[src/rtl/fp_mul_result_stage_if.sv]
// Handshake bundle between the fp16 multiplier, the result stage and its consumer.
// The stage takes the slave side; the producer/consumer environment takes the master side.
interface fp_mul_result_stage_if;
   logic        in_valid;
   logic        in_ready;
   logic [15:0] in_result;
   logic        in_snan;
   logic        in_qnan;
   logic        in_inf;
   logic        in_zero;
   logic        in_sub;
   logic        in_norm;
   logic        out_valid;
   logic        out_ready;
   logic [15:0] out_result;
   logic [5:0]  out_class;

   modport slave (
      input  in_valid, in_result, in_snan, in_qnan, in_inf, in_zero, in_sub, in_norm,
      input  out_ready,
      output in_ready, out_valid, out_result, out_class
   );

   modport master (
      output in_valid, in_result, in_snan, in_qnan, in_inf, in_zero, in_sub, in_norm,
      output out_ready,
      input  in_ready, out_valid, out_result, out_class
   );
endinterface

[src/rtl/fp_mul_result_stage.sv]
// Registered output stage for the fp16 multiplier: 2-entry skid buffer, one-hot class
// reduction, sticky exception flags and a saturating delivered-result counter.
module fp_mul_result_stage #(
   parameter int COUNT_W = 16
) (
   input  logic                       clk,
   input  logic                       rst_n,
   fp_mul_result_stage_if.slave       bus,
   input  logic                       flags_clr,
   output logic                       flag_nv,
   output logic                       flag_of,
   output logic                       flag_uf,
   output logic                       flag_cls_err,
   output logic [COUNT_W-1:0]         res_count
);

   logic [5:0]          in_flags;
   logic [5:0]          in_class;
   logic                accept;
   logic                deliver;

   logic                main_valid_q;
   logic [15:0]         main_result_q;
   logic [5:0]          main_class_q;
   logic                skid_valid_q;
   logic [15:0]         skid_result_q;
   logic [5:0]          skid_class_q;

   logic                flag_nv_q, flag_nv_d;
   logic                flag_of_q, flag_of_d;
   logic                flag_uf_q, flag_uf_d;
   logic                flag_err_q, flag_err_d;
   logic [COUNT_W-1:0]  count_q, count_d;

   assign in_flags = {bus.in_snan, bus.in_qnan, bus.in_inf, bus.in_zero, bus.in_sub, bus.in_norm};

   // Keep a flag only if no higher-priority flag (higher bit) is also set.
   genvar gi;
   generate
      for (gi = 0; gi < 6; gi++) begin : g_pri
         if (gi == 5) begin : g_top
            assign in_class[gi] = in_flags[gi];
         end else begin : g_low
            assign in_class[gi] = in_flags[gi] & ~(|in_flags[5:gi+1]);
         end
      end
   endgenerate

   assign bus.in_ready   = rst_n & ~skid_valid_q;
   assign accept         = bus.in_valid & bus.in_ready;
   assign deliver        = main_valid_q & bus.out_ready;

   assign bus.out_valid  = main_valid_q;
   assign bus.out_result = main_result_q;
   assign bus.out_class  = main_class_q;

   always_ff @(posedge clk or negedge rst_n) begin
      if (!rst_n) begin
         main_valid_q  <= 1'b0;
         main_result_q <= '0;
         main_class_q  <= '0;
         skid_valid_q  <= 1'b0;
         skid_result_q <= '0;
         skid_class_q  <= '0;
      end else begin
         if (deliver && skid_valid_q) begin
            main_result_q <= skid_result_q;
            main_class_q  <= skid_class_q;
            skid_valid_q  <= 1'b0;
         end else if (accept && (!main_valid_q || deliver)) begin
            main_valid_q  <= 1'b1;
            main_result_q <= bus.in_result;
            main_class_q  <= in_class;
         end else if (accept) begin
            skid_valid_q  <= 1'b1;
            skid_result_q <= bus.in_result;
            skid_class_q  <= in_class;
         end else if (deliver) begin
            main_valid_q  <= 1'b0;
         end
      end
   end

   // Clear first, then fold in this edge's events so they survive a same-edge clear.
   always_comb begin
      flag_nv_d  = flag_nv_q  & ~flags_clr;
      flag_of_d  = flag_of_q  & ~flags_clr;
      flag_uf_d  = flag_uf_q  & ~flags_clr;
      flag_err_d = flag_err_q & ~flags_clr;
      count_d    = flags_clr ? '0 : count_q;
      if (accept) begin
         flag_nv_d  = flag_nv_d  | in_class[5];
         flag_of_d  = flag_of_d  | in_class[3];
         flag_uf_d  = flag_uf_d  | in_class[1];
         flag_err_d = flag_err_d | (in_class == 6'b0);
      end
      if (deliver && (count_d != {COUNT_W{1'b1}})) begin
         count_d = count_d + 1'b1;
      end
   end

   always_ff @(posedge clk or negedge rst_n) begin
      if (!rst_n) begin
         flag_nv_q  <= 1'b0;
         flag_of_q  <= 1'b0;
         flag_uf_q  <= 1'b0;
         flag_err_q <= 1'b0;
         count_q    <= '0;
      end else begin
         flag_nv_q  <= flag_nv_d;
         flag_of_q  <= flag_of_d;
         flag_uf_q  <= flag_uf_d;
         flag_err_q <= flag_err_d;
         count_q    <= count_d;
      end
   end

   assign flag_nv      = flag_nv_q;
   assign flag_of      = flag_of_q;
   assign flag_uf      = flag_uf_q;
   assign flag_cls_err = flag_err_q;
   assign res_count    = count_q;

endmodule
[src/flat_wrapper.sv]
// flat-port wrapper written by rule: the top's interface ports become plain ports
module fp_mul_result_stage_flat 
#(
   parameter int COUNT_W = 16
)
  (clk, rst_n, flags_clr, flag_nv, flag_of, flag_uf, flag_cls_err, res_count, bus_in_valid, bus_in_result, bus_in_snan, bus_in_qnan, bus_in_inf, bus_in_zero, bus_in_sub, bus_in_norm, bus_out_ready, bus_in_ready, bus_out_valid, bus_out_result, bus_out_class);
  fp_mul_result_stage_if bus_i ();
  input  logic clk;
  input  logic rst_n;
  input  logic flags_clr;
  output logic flag_nv;
  output logic flag_of;
  output logic flag_uf;
  output logic flag_cls_err;
  output logic [COUNT_W-1:0] res_count;
  input wire logic [$bits(bus_i.in_valid)-1:0] bus_in_valid;
  input wire logic [$bits(bus_i.in_result)-1:0] bus_in_result;
  input wire logic [$bits(bus_i.in_snan)-1:0] bus_in_snan;
  input wire logic [$bits(bus_i.in_qnan)-1:0] bus_in_qnan;
  input wire logic [$bits(bus_i.in_inf)-1:0] bus_in_inf;
  input wire logic [$bits(bus_i.in_zero)-1:0] bus_in_zero;
  input wire logic [$bits(bus_i.in_sub)-1:0] bus_in_sub;
  input wire logic [$bits(bus_i.in_norm)-1:0] bus_in_norm;
  input wire logic [$bits(bus_i.out_ready)-1:0] bus_out_ready;
  output wire logic [$bits(bus_i.in_ready)-1:0] bus_in_ready;
  output wire logic [$bits(bus_i.out_valid)-1:0] bus_out_valid;
  output wire logic [$bits(bus_i.out_result)-1:0] bus_out_result;
  output wire logic [$bits(bus_i.out_class)-1:0] bus_out_class;
  assign bus_i.in_valid = bus_in_valid;
  assign bus_i.in_result = bus_in_result;
  assign bus_i.in_snan = bus_in_snan;
  assign bus_i.in_qnan = bus_in_qnan;
  assign bus_i.in_inf = bus_in_inf;
  assign bus_i.in_zero = bus_in_zero;
  assign bus_i.in_sub = bus_in_sub;
  assign bus_i.in_norm = bus_in_norm;
  assign bus_i.out_ready = bus_out_ready;
  assign bus_in_ready = bus_i.in_ready;
  assign bus_out_valid = bus_i.out_valid;
  assign bus_out_result = bus_i.out_result;
  assign bus_out_class = bus_i.out_class;
  fp_mul_result_stage #(.COUNT_W(COUNT_W)) u_core (.clk(clk), .rst_n(rst_n), .bus(bus_i), .flags_clr(flags_clr), .flag_nv(flag_nv), .flag_of(flag_of), .flag_uf(flag_uf), .flag_cls_err(flag_cls_err), .res_count(res_count));
endmodule
[config.mk]
export PLATFORM = sky130hd
export DESIGN_NAME = fp_mul_result_stage_flat
export DESIGN_NICKNAME = d
export VERILOG_FILES = /design/src/rtl/fp_mul_result_stage_if.sv /design/src/rtl/fp_mul_result_stage.sv /design/src/flat_wrapper.sv
export SDC_FILE = /design/constraint.sdc
export NUM_CORES = 1
export LEC_CHECK = 0
export ABC_AREA = 1
export BUFFER_PORTS_ARGS = -buffer_cell sky130_fd_sc_hd__buf_2
export CORE_MARGIN = 2
export CORE_UTILIZATION = 49
export CTS_CLUSTER_SIZE = 30
export DETAILED_ROUTE_END_ITERATION = 10
export PLACE_DENSITY_LB_ADDON = 0.2
export RECOVER_POWER = 50
export SYNTH_ARGS = -nofsm -noshare
export SYNTH_HDL_FRONTEND = slang
export SYNTH_SLANG_ARGS = --single-unit
export TNS_END_PERCENT = 30
[constraint.sdc]
create_clock -name clk -period 1.55 [get_ports clk]
set_input_delay 0.155 -clock clk [delete_from_list [all_inputs] [get_ports clk]]
set_output_delay 0.155 -clock clk [all_outputs]
set_load 0.02 [all_outputs]
==> results of run 1 <==
[sequential cells by signal, summed over array words and instances, names as in the netlist]
register               count
u_core.res_count          16
u_core.flag_of             1
u_core.flag_uf             1
u_core.flag_cls_err        1
u_core.skid_valid_q        1
u_core.skid_class_q        6
u_core.flag_nv             1
u_core.skid_result_q      16
u_core.bus.out_result     16
u_core.bus.out_class       6
u_core.bus.out_valid       1
[layout make-up]
cell class / count / area [sq um] / share of cell area, %
clock inverter: 2 / 12.51 / 0.3016
timing repair buffer: 106 / 610.6 / 14.72
inverter: 34 / 127.6 / 3.076
tap: 77 / 96.34 / 2.322
clock buffer: 13 / 158.9 / 3.830
multi-input combinational: 305 / 1489 / 35.89
sequential: 66 / 1654 / 39.87
[repair_timing]
item                                   4_1_cts  5_1_grt
hold buffers                                 1        0
buffers inserted                             0        4
setup endpoints to repair                   37       38
gates resized for setup                      7       22
endpoints found under the hold margin       17        0
pin swaps                                    0       10
cloned                                       0        1
[final timing paths]
path,to,slack (ns),depth (start not counted)
max,u_core.res_count[9]$_DFF_PN0_,-0.02,11
min,u_core.flag_cls_err$_DFF_PN0_,0.02,2
max reg2reg,u_core.res_count[9]$_DFF_PN0_,-0.02,11
min in group asynchronous,u_core.bus.out_class[2]$_DFFE_PN0P_,0.55,3
max in group asynchronous,u_core.res_count[0]$_DFF_PN0_,0.16,3
min reg2reg,u_core.skid_result_q[7]$_DFFE_PN0P_,0.48,2
[logic make-up after synthesis]
logic type,count (synthesis),share of synthesized area [%]
compound gates,29,6.644
buf+inv,48,6.413
xor+xnor,6,1.613
flops,66,50.69
simple gates,268,34.25
fa+ha+maj,1,0.3840
[metal layers]
metal  routed length (microns)  vias to the layer above  global-route usage, %
li1                          -                     1516                      -
met1                      3348                     1461                  27.77
met2                      4195                       94                  40.91
met3                       466                       17                  5.775
met4                       178                        0                  10.25
met5                         0                        -                      0
[cell usage after synthesis]
cell type and instances:
sky130_fd_sc_hd__o21ai_4 1, sky130_fd_sc_hd__o31ai_1 1, sky130_fd_sc_hd__nand3b_1 3, sky130_fd_sc_hd__nor2_8 1, sky130_fd_sc_hd__nand2_1 204, sky130_fd_sc_hd__o221ai_1 1
sky130_fd_sc_hd__buf_6 3, sky130_fd_sc_hd__a21oi_1 1, sky130_fd_sc_hd__nand3_1 10, sky130_fd_sc_hd__inv_1 34, sky130_fd_sc_hd__nand2_2 3, sky130_fd_sc_hd__clkbuf_1 6
sky130_fd_sc_hd__dfrtp_1 66, sky130_fd_sc_hd__o211ai_1 3, sky130_fd_sc_hd__o41ai_1 1, sky130_fd_sc_hd__ha_1 1, sky130_fd_sc_hd__nor2_4 4, sky130_fd_sc_hd__o21ai_0 4
sky130_fd_sc_hd__xor2_1 5, sky130_fd_sc_hd__xnor2_1 1, sky130_fd_sc_hd__buf_2 5, sky130_fd_sc_hd__nor2_1 30, sky130_fd_sc_hd__nand4_1 6, sky130_fd_sc_hd__nor2_2 7
sky130_fd_sc_hd__a22oi_1 17
[report_power, final]
part           leakage (nW)  switching, mW  internal, mW
clock network        0.0855          0.630         0.658
logic                  1.26           1.20         0.671
registers             0.862          0.307          2.26
total                  2.21           2.14          3.59
[cell usage in the layout, fill, tap and decap left out]
cell | synthesis | final
sky130_fd_sc_hd__dlygate4sd3_1 | 0 | 1
sky130_fd_sc_hd__nand3b_1 | 3 | 3
sky130_fd_sc_hd__buf_6 | 3 | 5
sky130_fd_sc_hd__nand2_4 | 0 | 2
sky130_fd_sc_hd__o221ai_1 | 1 | 1
sky130_fd_sc_hd__nand2_2 | 3 | 15
sky130_fd_sc_hd__o21ai_4 | 1 | 1
sky130_fd_sc_hd__a22oi_1 | 17 | 17
sky130_fd_sc_hd__o211ai_1 | 3 | 3
sky130_fd_sc_hd__nor2_2 | 7 | 7
sky130_fd_sc_hd__inv_2 | 0 | 3
sky130_fd_sc_hd__a21oi_1 | 1 | 1
sky130_fd_sc_hd__dfrtp_2 | 0 | 2
sky130_fd_sc_hd__inv_1 | 34 | 31
sky130_fd_sc_hd__nor2_4 | 4 | 8
sky130_fd_sc_hd__clkinv_2 | 0 | 1
sky130_fd_sc_hd__nor2_8 | 1 | 1
sky130_fd_sc_hd__dfrtp_1 | 66 | 64
sky130_fd_sc_hd__clkbuf_2 | 0 | 1
sky130_fd_sc_hd__xor2_1 | 5 | 5
sky130_fd_sc_hd__nand2_1 | 204 | 190
sky130_fd_sc_hd__xnor2_1 | 1 | 1
sky130_fd_sc_hd__nor2_1 | 30 | 27
sky130_fd_sc_hd__buf_4 | 0 | 26
sky130_fd_sc_hd__clkinvlp_4 | 0 | 1
sky130_fd_sc_hd__o31ai_1 | 1 | 1
sky130_fd_sc_hd__nand3_1 | 10 | 10
sky130_fd_sc_hd__nand4_1 | 6 | 6
sky130_fd_sc_hd__ha_4 | 0 | 1
sky130_fd_sc_hd__o41ai_1 | 1 | 1
sky130_fd_sc_hd__buf_2 | 5 | 43
sky130_fd_sc_hd__clkbuf_8 | 0 | 11
sky130_fd_sc_hd__o21ai_0 | 4 | 4
sky130_fd_sc_hd__buf_12 | 0 | 1
sky130_fd_sc_hd__clkbuf_1 | 6 | 31
[metrics by stage]
stage,setup slack [ns],utilization [%],hold slack [ns],area (sq um)
after floorplan,-0.03994,-,-0.1406,3268
after CTS,-0.001626,64.20,0.009377,4100
after global placement,-0.1420,61.13,0.2181,3904
final,-0.02177,64.97,0.02280,4149
after global routing,-0.1225,64.97,0.005836,4149
after detailed placement,-0.2198,61.13,0.2226,3904
==> impl_summary.txt, run 1 <==
----------------------------------------------------
[STA]
  Final setup fails ... 7
  Final setup skew ... 0.008366 ns
  Final worst path period need ... 1.572 ns
  Final TNS setup ... -0.08812 ns
  Transition time at the pin with the least slew margin ... 1.187 ns
  Slew headroom ... between 20% and 30%
  Part of the cycle the worst path needs ... 101.4%
  Setup repair after global routing missed its margin ... yes
  Fmax ... 636.2 MHz
  Max-slew violation count ... 0
  Setup WS post-layout ... -0.02177 ns
  Final Hold Violating Endpoints ... 0

[Logic synthesis]
  Avg Synthesized Cell Area ... 7.795 sq um
  Number of distinct library cell variants in the gate-level netlist after synthesis ... 25
  Count of yosys warnings during synthesis ... 0
  Most area-consuming cells after synthesis ... sky130_fd_sc_hd__dfrtp_1 (51%), sky130_fd_sc_hd__nand2_1 (24%), sky130_fd_sc_hd__a22oi_1 (3.9%)
  Area fraction of the dominant cell type after synthesis ... 50.69%
  Post-synthesis sequential area ratio ... roughly 50%
  Post-synthesis sequential element count ... 66
  Nets in the synthesized netlist ... around 450
  Largest area contributor in the netlist ... sky130_fd_sc_hd__dfrtp_1
  Post-synthesis cell area ... 3258 sq um
  Number of standard cells after synthesis ... 418

[Drt]
  Drt first pass iters ... 4
  Post-DR wirelength/cell ... 13.58 microns
  Final WL ... 8190 microns
  Number of design-rule violations left by the first detailed-router iteration ... 162
  Overall via count from detail_route ... 3088
  Via-per-instance ratio ... 5.121
  Post-detailed-route count of antenna-violating nets ... 0
  DRC Markers ... 0

[Run status]
  Failing checks ... setup timing
  Run status ... complete, but fails checks

[Die]
  Die outline width ... between 80 and 90 microns
  Site Rows ... 29
  Die height ... approximately 86 microns
  Die ar. ... between 7000 and 8000 sq um
  Effective utilization at floorplan ... 51.02%
  Total core area ... approximately 6400 sq um
  Total I/O pin count ... between 70 and 80

[Global routing]
  Via count of the first global-routing pass ... approximately 3000
  Number of antenna violations at the first check in global routing ... 0
  Global route overflow ... 0
  Largest net degree at the start of global routing ... 50
  Global-route wire length before repair ... between 10000 and 15000 microns
  Overall track demand over capacity in global routing ... 23.55%

[Cells and area]
  Final net count ... between 500 and 600
  Area growth from synthesis to final layout ... 27.34%
  Number of filler instances in the final layout ... between 600 and 700
  Count of non-filler cells in the finished layout ... roughly 600
  Diodes inserted ... 0
  Layout cells sized above 1 ... between 20 and 25%

[Clock tree]
  CTS tree ... yes
  Clock input transition at the sequential cells of the worst setup and hold paths ... 0.08 ns
  Skew-Pair Late Insertion Delay ... 0.34 ns
  Cell at the root of the clock tree ... sky130_fd_sc_hd__clkbuf_8
  Total number of H-tree levels ... 3
  Sinks on the clock net ... 66
  Buffer levels on the longest clock path ... 2
  TritonCTS buffer count ... 9

[Setup path]
  Endpoint type of the worst setup path ... flop
  CP Launch Point ... u_core.res_count[1]$_DFF_PN0_
  Type of the setup path with the least slack ... reg2reg
  Max stage delay on crit path ... 0.37 ns
  Family with the most delay on the worst path ... simple AND/OR/NAND/NOR gates
  Launching element type of the critical path ... flop
  R2R Path Start ... u_core.res_count[1]$_DFF_PN0_
  Data arrival time of the critical path ... 1.79 ns
  Master of the slowest instance on the critical path ... sky130_fd_sc_hd__dfrtp_2
  Crit path required time ... between 1.5 and 2 ns
  CP Max Fanout ... 5
  Combined buffer and inverter count along the critical path ... 3
  Cell chain of the critical path ... nand2_2 > inv_2 > ha_4 > nand4_1 > inv_2 > nand2_4 > nor2_4 > nor2_4 > buf_6 > nand2_1 > nand2_1

[Power and ir drop]
  Leak pwr ... 2.205 nW
  Worst supply voltage drop on vdd ... 0.001040 V
  Total power density per cell area ... 1380 nW/um^2
  Total power draw ... 5.725 mW

[Min path]
  Hold wc startpoint ... bus_in_norm
  Worst min-delay path class ... in2reg

[Placed design]
  Half-perimeter wire length after placement ... 5706 microns
  Number of port buffers ... 70
  Number of cells in the design after placement ... 583
  Final weighted congestion in routability-driven placement ... 0.9113

[Job]
  MaxCap Viol Count ... 0

----------------------------------------------------
Power figures use the tool's default switching activity.
==> inputs of run 2 (changes only) <==
--- a/config.mk
+++ b/config.mk
@@ -12,7 +12,6 @@
 export CTS_CLUSTER_SIZE = 30
 export DETAILED_ROUTE_END_ITERATION = 10
 export PLACE_DENSITY_LB_ADDON = 0.2
-export RECOVER_POWER = 50
 export SYNTH_ARGS = -nofsm -noshare
 export SYNTH_HDL_FRONTEND = slang
 export SYNTH_SLANG_ARGS = --single-unit
==> run 2 against run 1 <==
  * The flow still finishes with violations (setup timing)
  * Sequential cell count is the same
  * First-iteration DRC count shrank 10%
  * Combinational power grew 4%
  * Clock-buffer cell count is the same
  * Clock power is essentially flat
  * Fmax shrank 0.11%
==> impl_summary.txt, run 2 (synthesis results as in run 1) <==
----------------------------------------------------
[Cells and area]
  Most common cell after layout, fill and taps aside ... sky130_fd_sc_hd__nand2_1
  Diodes inserted ... 0 (unchanged)
  Layout cells sized above 1 ... 30.04% (+5.5 points)
  Count of non-filler cells in the finished layout ... 603 (unchanged)
  Area growth from synthesis to final layout ... 28.69%
  Final net count ... 550 (unchanged)
  Top library cells by usage in the layout, fill and taps aside ... sky130_fd_sc_hd__nand2_1 (190), sky130_fd_sc_hd__buf_2 (70), sky130_fd_sc_hd__dfrtp_1 (64), sky130_fd_sc_hd__inv_1 (31), sky130_fd_sc_hd__buf_4 (29)

[Setup path]
  Type of the setup path with the least slack ... reg2reg
  Worst r2r path cells ... 11 (unchanged)
  Data arrival time of the critical path ... 1.80 ns (about the same)
  CP Max Fanout ... 5 (unchanged)
  Crit path required time ... 1.77 ns (about the same)
  Endpoint type of the worst setup path ... flop
  Endpoint of the worst register-to-register path ... u_core.res_count[9]$_DFF_PN0_
  R2R Path Start ... u_core.res_count[1]$_DFF_PN0_
  Capturing element of the worst setup path ... u_core.res_count[9]$_DFF_PN0_
  Flop-to-flop setup slack ... -0.02 ns (about the same)
  CP Launch Point ... u_core.res_count[1]$_DFF_PN0_
  Launching element type of the critical path ... flop

[Global routing]
  Global route overflow ... 0 (unchanged)
  Overall track demand over capacity in global routing ... 23.55% (unchanged)
  Global-route wire length before repair ... 13530 microns (unchanged)
  Number of antenna violations at the first check in global routing ... 0 (unchanged)
  Via count of the first global-routing pass ... 3035 (unchanged)
  Largest net degree at the start of global routing ... 50 (unchanged)

[Power and ir drop]
  Sw Pwr ... 2.131 mW (-0.37%)
  Worst supply voltage drop on vdd ... 0.001055 V (+1.4%)
  Portion of total power attributed to combinational logic ... 33.6% (+0.9 points)
  Sequential share of power ... 44.1% (-0.7 points)
  Share of power burned in the clock network ... 22.2% (-0.3 points)
  Leak pwr ... 2.312 nW (+4.9%)
  Total power draw ... 5.783 mW (+1.0%)
  Total power density per cell area ... 1379 nW/um^2 (about the same)
  Sw Ratio ... 36.84% (-0.51 points)
  Internal cell power ... 3.652 mW (+1.9%)

[Die]
  Total core area ... 6386 sq um (unchanged)
  Effective utilization at floorplan ... 51.02% (unchanged)
  Die height ... 85.54 microns (unchanged)
  Site Rows ... 29 (unchanged)
  Total I/O pin count ... 71 (unchanged)
  Die ar. ... 7317 sq um (unchanged)
  Die outline width ... 85.54 microns (unchanged)

[STA]
  Final worst path period need ... 1.573 ns (+0.001723 ns)
  Fmax ... 635.5 MHz (-0.11%)
  Transition time at the pin with the least slew margin ... 0.8111 ns (-0.3762 ns)
  Slew headroom ... 45.75% (+25 points)
  Setup WS post-layout ... -0.02349 ns (-0.001723 ns)
  Final setup fails ... 9 (+2)
  Setup repair after global routing missed its margin ... yes
  Final Hold Violating Endpoints ... 0 (unchanged)
  Max-slew violation count ... 0 (unchanged)
  Final setup skew ... 0.008169 ns (-0.0001962 ns)
  Part of the cycle the worst path needs ... 101.5% (+0.11 points)

[Job]
  MaxCap Viol Count ... 0 (unchanged)

[Run status]
  Failing checks ... setup timing
  Run status ... complete, but fails checks

[Min path]
  Worst min-delay path class ... in2reg

[Placed design]
  Final weighted congestion in routability-driven placement ... 0.9113 (unchanged)
  Number of cells in the design after placement ... 583 (unchanged)
  Number of port buffers ... 70 (unchanged)
  Half-perimeter wire length after placement ... 5706 microns (unchanged)

[Clock tree]
  Cell at the root of the clock tree ... sky130_fd_sc_hd__clkbuf_8
  Total number of H-tree levels ... 3 (unchanged)
  Sinks on the clock net ... 66 (unchanged)
  Clock input transition at the sequential cells of the worst setup and hold paths ... 0.07 ns (about the same)
  Buffer levels on the longest clock path ... 2 (unchanged)
  CTS tree ... yes
  TritonCTS buffer count ... 9 (unchanged)
  Skew-Pair Late Insertion Delay ... 0.34 ns (about the same)

[Drt]
  Post-DR wirelength/cell ... 13.62 microns (+0.27%)
  Overall via count from detail_route ... 3079 (-0.29%)
  DRC Markers ... 0 (unchanged)
  Final WL ... 8212 microns (+0.27%)
  Via-per-instance ratio ... 5.106 (-0.29%)
  Post-detailed-route count of antenna-violating nets ... 0 (unchanged)
  Number of design-rule violations left by the first detailed-router iteration ... 145 (-10%)
  Drt first pass iters ... 5 (+1)

----------------------------------------------------
-- run 2: changes by cell type in the layout (fill, tap and decap cells not counted) --
cell | before | now
sky130_fd_sc_hd__buf_4 | 26 | 29
sky130_fd_sc_hd__buf_2 | 43 | 70
sky130_fd_sc_hd__clkbuf_1 | 31 | 2
sky130_fd_sc_hd__clkbuf_2 | 1 | 0
-- run 2: worst max-delay path: stages (launching register included) --
cell and delay [ns]:
sky130_fd_sc_hd__dfrtp_2 0.37, sky130_fd_sc_hd__nand2_2 0.06, sky130_fd_sc_hd__inv_2 0.08, sky130_fd_sc_hd__ha_4 0.13, sky130_fd_sc_hd__nand4_1 0.17, sky130_fd_sc_hd__inv_2 0.14, sky130_fd_sc_hd__nand2_4 0.08, sky130_fd_sc_hd__nor2_4 0.13
sky130_fd_sc_hd__nor2_4 0.05, sky130_fd_sc_hd__buf_6 0.13, sky130_fd_sc_hd__nand2_1 0.06, sky130_fd_sc_hd__nand2_1 0.05
-- run 2: timing repair --
| action | CTS | global route |
|---|---|---|
| pin swaps | 0 | 10 |
| hold buffers | 1 | 0 |
| cloned | 0 | 1 |
| hold endpoints to repair | 17 | 0 |
| setup buffers | 0 | 4 |
| endpoints found under the setup margin | 37 | 38 |
| gates resized for setup | 7 | 22 |
-- run 2: final cells by class --
| type | count | area, sq um |
|---|---|---|
| clock buffers | 13 | 158.9 |
| inverters | 34 | 127.6 |
| multi-input cells | 305 | 1489 |
| repair buffers | 106 | 654.4 |
| clock inverters | 2 | 12.51 |
| flip-flops and latches | 66 | 1654 |
| well taps | 77 | 96.34 |
| fillers | 583 | 2193 |
-- run 2: per-layer routing --
layer  track usage [%]  vias up  share of wire (%)
li1                  -     1509                  -
met1             27.77     1458                 41
met2             40.91       91                 51
met3             5.775       21                5.7
met4             10.25        0                2.4
met5                 0        -                  0
-- run 2: through the flow --
stage	hold WS (ns)	setup WS (ns)	TNS (ns)	util [%]	cell area, sq um
floorplan	-0.1406	-0.03994	-0.5088	-	3268
global placement	0.2181	-0.1420	-3.837	61.13	3904
detailed placement	0.2226	-0.2198	-5.560	61.13	3904
CTS	0.009377	-0.001626	-0.001626	64.20	4100
global route	0.005836	-0.1225	-1.848	65.65	4193
finish	0.02329	-0.02349	-0.1021	65.65	4193
-- run 2: worst min-delay path by stage --
| stage | start | to | slack, ns | depth (start not counted) |
|---|---|---|---|---|
| floorplan | rst_n | u_core.bus.out_class[0]$_DFFE_PN0P_ | -0.14 | 0 |
| global placement | rst_n | u_core.res_count[4]$_DFF_PN0_ | 0.22 | 2 |
| detailed placement | rst_n | u_core.res_count[3]$_DFF_PN0_ | 0.22 | 2 |
| CTS | bus_in_norm | u_core.flag_cls_err$_DFF_PN0_ | 0.009 | 2 |
| global route | bus_in_norm | u_core.flag_cls_err$_DFF_PN0_ | 0.006 | 2 |
| finish | bus_in_norm | u_core.flag_cls_err$_DFF_PN0_ | 0.02 | 2 |
-- run 2: power by group through the flow --
stage / registers, mW / logic (mW) / clock network (mW)
after floorplan: 2.87 / 0.797 / 0
after global placement: 2.56 / 1.83 / 0
after detailed placement: 2.58 / 1.87 / 0
after CTS: 2.55 / 1.89 / 1.32
after global routing: 2.63 / 2.15 / 1.39
final: 2.55 / 1.94 / 1.29
==> inputs of run 3 (changes only) <==
--- a/config.mk
+++ b/config.mk
@@ -11,6 +11,7 @@
 export CORE_UTILIZATION = 49
 export CTS_CLUSTER_SIZE = 30
 export DETAILED_ROUTE_END_ITERATION = 10
+export MAX_ROUTING_LAYER = met4
 export PLACE_DENSITY_LB_ADDON = 0.2
 export SYNTH_ARGS = -nofsm -noshare
 export SYNTH_HDL_FRONTEND = slang
==> run 3 against run 2 <==
  * The flow still finishes with violations (setup timing)
  * Combinational power about the same
  * Largest power group unchanged
  * Largest cell class unchanged
  * Sequential cell count stayed put
  * Global-route usage grew 0.78 points
==> impl_summary.txt, run 3 (synthesis results as in run 1) <==
----------------------------------------------------
[STA]
  Setup repair after global routing missed its margin ... yes
  Final worst path period need ... 1.576 ns (+0.002654 ns)
  Part of the cycle the worst path needs ... 101.7% (+0.17 points)
  Transition time at the pin with the least slew margin ... 0.8155 ns (+0.004455 ns)
  Final Hold Violating Endpoints ... 0 (unchanged)
  Slew headroom ... 45.45% (-0.30 points)
  Fmax ... 634.5 MHz (-0.17%)
  Max-slew violation count ... 0 (unchanged)
  Setup WS post-layout ... -0.02614 ns (-0.002654 ns)
  Final TNS setup ... -0.1137 ns (-0.01159 ns)
  Final setup fails ... 8 (-1)
  Hold Worst Slack ... 0.02206 ns (-0.001233 ns)
  Final setup skew ... 0.009396 ns (+0.001227 ns)

[Run status]
  Run status ... complete, but fails checks
  Failing checks ... setup timing

[Drt]
  Post-detailed-route count of antenna-violating nets ... 0 (unchanged)
  Final WL ... 8162 microns (-0.61%)
  DRC Markers ... 0 (unchanged)
  Via-per-instance ratio ... 5.075 (-0.62%)
  Overall via count from detail_route ... 3060 (-0.62%)
  Number of design-rule violations left by the first detailed-router iteration ... 138 (-4.8%)
  Drt first pass iters ... 4 (-1)
  Post-DR wirelength/cell ... 13.54 microns (-0.61%)

[Global routing]
  Global routing met1 resource utilization ... 28.09% (+0.32 points)
  Via count of the first global-routing pass ... 3036 (+0.033%)
  Global-route wire length before repair ... 13520 microns (about the same)
  Global-route track usage on met3 ... 6.160% (+0.38 points)
  Met2 global-route usage ... 40.91% (unchanged)
  Routing layer with the top usage in global route ... met2
  Overall track demand over capacity in global routing ... 24.33% (+0.78 points)
  Number of antenna violations at the first check in global routing ... 0 (unchanged)
  Global route overflow ... 0 (unchanged)
  Largest net degree at the start of global routing ... 50 (unchanged)

[Cells and area]
  Final net count ... 550 (unchanged)
  Top library cells by usage in the layout, fill and taps aside ... sky130_fd_sc_hd__nand2_1 (190), sky130_fd_sc_hd__buf_2 (70), sky130_fd_sc_hd__dfrtp_1 (64), sky130_fd_sc_hd__inv_1 (31), sky130_fd_sc_hd__buf_4 (29)
  Number of filler instances in the final layout ... 583 (unchanged)
  Final instance area ... 4193 sq um (unchanged)
  Most common cell after layout, fill and taps aside ... sky130_fd_sc_hd__nand2_1
  Final standard cell utilization of the core ... 65.65% (unchanged)
  Layout cells sized above 1 ... 30.04% (unchanged)
  Area growth from synthesis to final layout ... 28.69% (unchanged)
  Count of non-filler cells in the finished layout ... 603 (unchanged)
  Diodes inserted ... 0 (unchanged)

[Setup path]
  CP Max Fanout ... 5 (unchanged)
  Endpoint type of the worst setup path ... flop
  Launching element type of the critical path ... flop
  Data arrival time of the critical path ... 1.80 ns (about the same)
  Combined buffer and inverter count along the critical path ... 3 (unchanged)
  Max stage delay on crit path ... 0.37 ns (about the same)
  Cell chain of the critical path ... nand2_2 > inv_2 > ha_4 > nand4_1 > inv_2 > nand2_4 > nor2_4 > nor2_4 > buf_6 > nand2_1 > nand2_1
  Crit path required time ... 1.77 ns (about the same)
  Family with the most delay on the worst path ... simple AND/OR/NAND/NOR gates
  Master of the slowest instance on the critical path ... sky130_fd_sc_hd__dfrtp_2
  Type of the setup path with the least slack ... reg2reg

[Min path]
  Worst min-delay path class ... in2reg

[Placed design]
  Post-Place Setup Slack ... -0.2198 ns (unchanged)
  Half-perimeter wire length after placement ... 5706 microns (unchanged)
  Number of port buffers ... 70 (unchanged)
  Final weighted congestion in routability-driven placement ... 0.9271 (+1.7%)
  DP Area ... 3904 sq um (unchanged)
  Number of cells in the design after placement ... 583 (unchanged)

[Clock tree]
  CTS tree ... yes
  Cell at the root of the clock tree ... sky130_fd_sc_hd__clkbuf_8
  TritonCTS buffer count ... 9 (unchanged)
  Total number of H-tree levels ... 3 (unchanged)
  Skew-Pair Late Insertion Delay ... 0.34 ns (about the same)
  Sinks on the clock net ... 66 (unchanged)
  Buffer levels on the longest clock path ... 2 (unchanged)
  Clock input transition at the sequential cells of the worst setup and hold paths ... 0.08 ns (about the same)

[Die]
  Effective utilization at floorplan ... 51.02% (unchanged)
  Die height ... 85.54 microns (unchanged)
  Total I/O pin count ... 71 (unchanged)
  Die outline width ... 85.54 microns (unchanged)
  Site Rows ... 29 (unchanged)
  Die ar. ... 7317 sq um (unchanged)
  Total core area ... 6386 sq um (unchanged)

[Power and ir drop]
  Leak pwr ... 2.312 nW (unchanged)
  Worst supply voltage drop on vdd ... 0.001056 V (about the same)
  Sw Ratio ... 36.79% (-0.050 points)
  Share of power burned in the clock network ... 22.2% (about the same)
  Total power density per cell area ... 1378 nW/um^2 (about the same)
  Internal cell power ... 3.653 mW (about the same)
  Sw Pwr ... 2.126 mW (-0.21%)
  Portion of total power attributed to combinational logic ... 33.6% (about the same)
  Total power draw ... 5.779 mW (about the same)
  Sequential share of power ... 44.3% (+0.2 points)

[Job]
  MaxCap Viol Count ... 0 (unchanged)

----------------------------------------------------
## run 3: cell counts in the layout (fill, tap and decap cells not counted)
No cell type changed its count.
## run 3: area by class of cell
type	count	area (sq um)	area share, %
sequential	66	1654	39.45
multi-input combinational	305	1489	35.51
timing repair buffer	106	654.4	15.61
clock buffer	13	158.9	3.790
inverter	34	127.6	3.044
tap	77	96.34	2.298
clock inverter	2	12.51	0.2984
## run 3: final timing paths
| kind | from | end | slack [ns] | cells after the start |
|---|---|---|---|---|
| worst max-delay path | u_core.res_count[1]$_DFF_PN0_ | u_core.res_count[9]$_DFF_PN0_ | -0.03 | 11 |
| worst min-delay path | bus_in_norm | u_core.flag_cls_err$_DFF_PN0_ | 0.02 | 2 |
| worst max register to register | u_core.res_count[1]$_DFF_PN0_ | u_core.res_count[9]$_DFF_PN0_ | -0.03 | 11 |
| worst min register to register | u_core.bus.out_result[5]$_DFFE_PN0P_ | u_core.bus.out_result[5]$_DFFE_PN0P_ | 0.48 | 2 |
| max in group asynchronous | rst_n | u_core.res_count[0]$_DFF_PN0_ | 0.35 | 3 |
| min in group asynchronous | rst_n | u_core.bus.out_class[2]$_DFFE_PN0P_ | 0.12 | 3 |
## run 3: power groups by stage
stage	Clock [mW]	Combinational (mW)	Sequential [mW]
6_report	1.28	1.94	2.56
3_3_place_gp	0	1.83	2.56
3_5_place_dp	0	1.87	2.58
5_1_grt	1.40	2.15	2.63
4_1_cts	1.32	1.89	2.55
2_1_floorplan	0	0.797	2.87
## run 3: layer usage
layer | part of all wire [%] | routed length, microns
met1 | 41 | 3336
met2 | 52 | 4235
met3 | 5.4 | 437
met4 | 1.9 | 153
met5 | 0 | 0
## run 3: timing repair
action                                  4_1_cts  5_1_grt
pin swaps                                     0       10
hold buffers                                  1        0
hold endpoints to repair                     17        0
resized for setup                             7       22
cloned                                        0        1
setup buffers                                 0        4
endpoints found under the setup margin       37       38
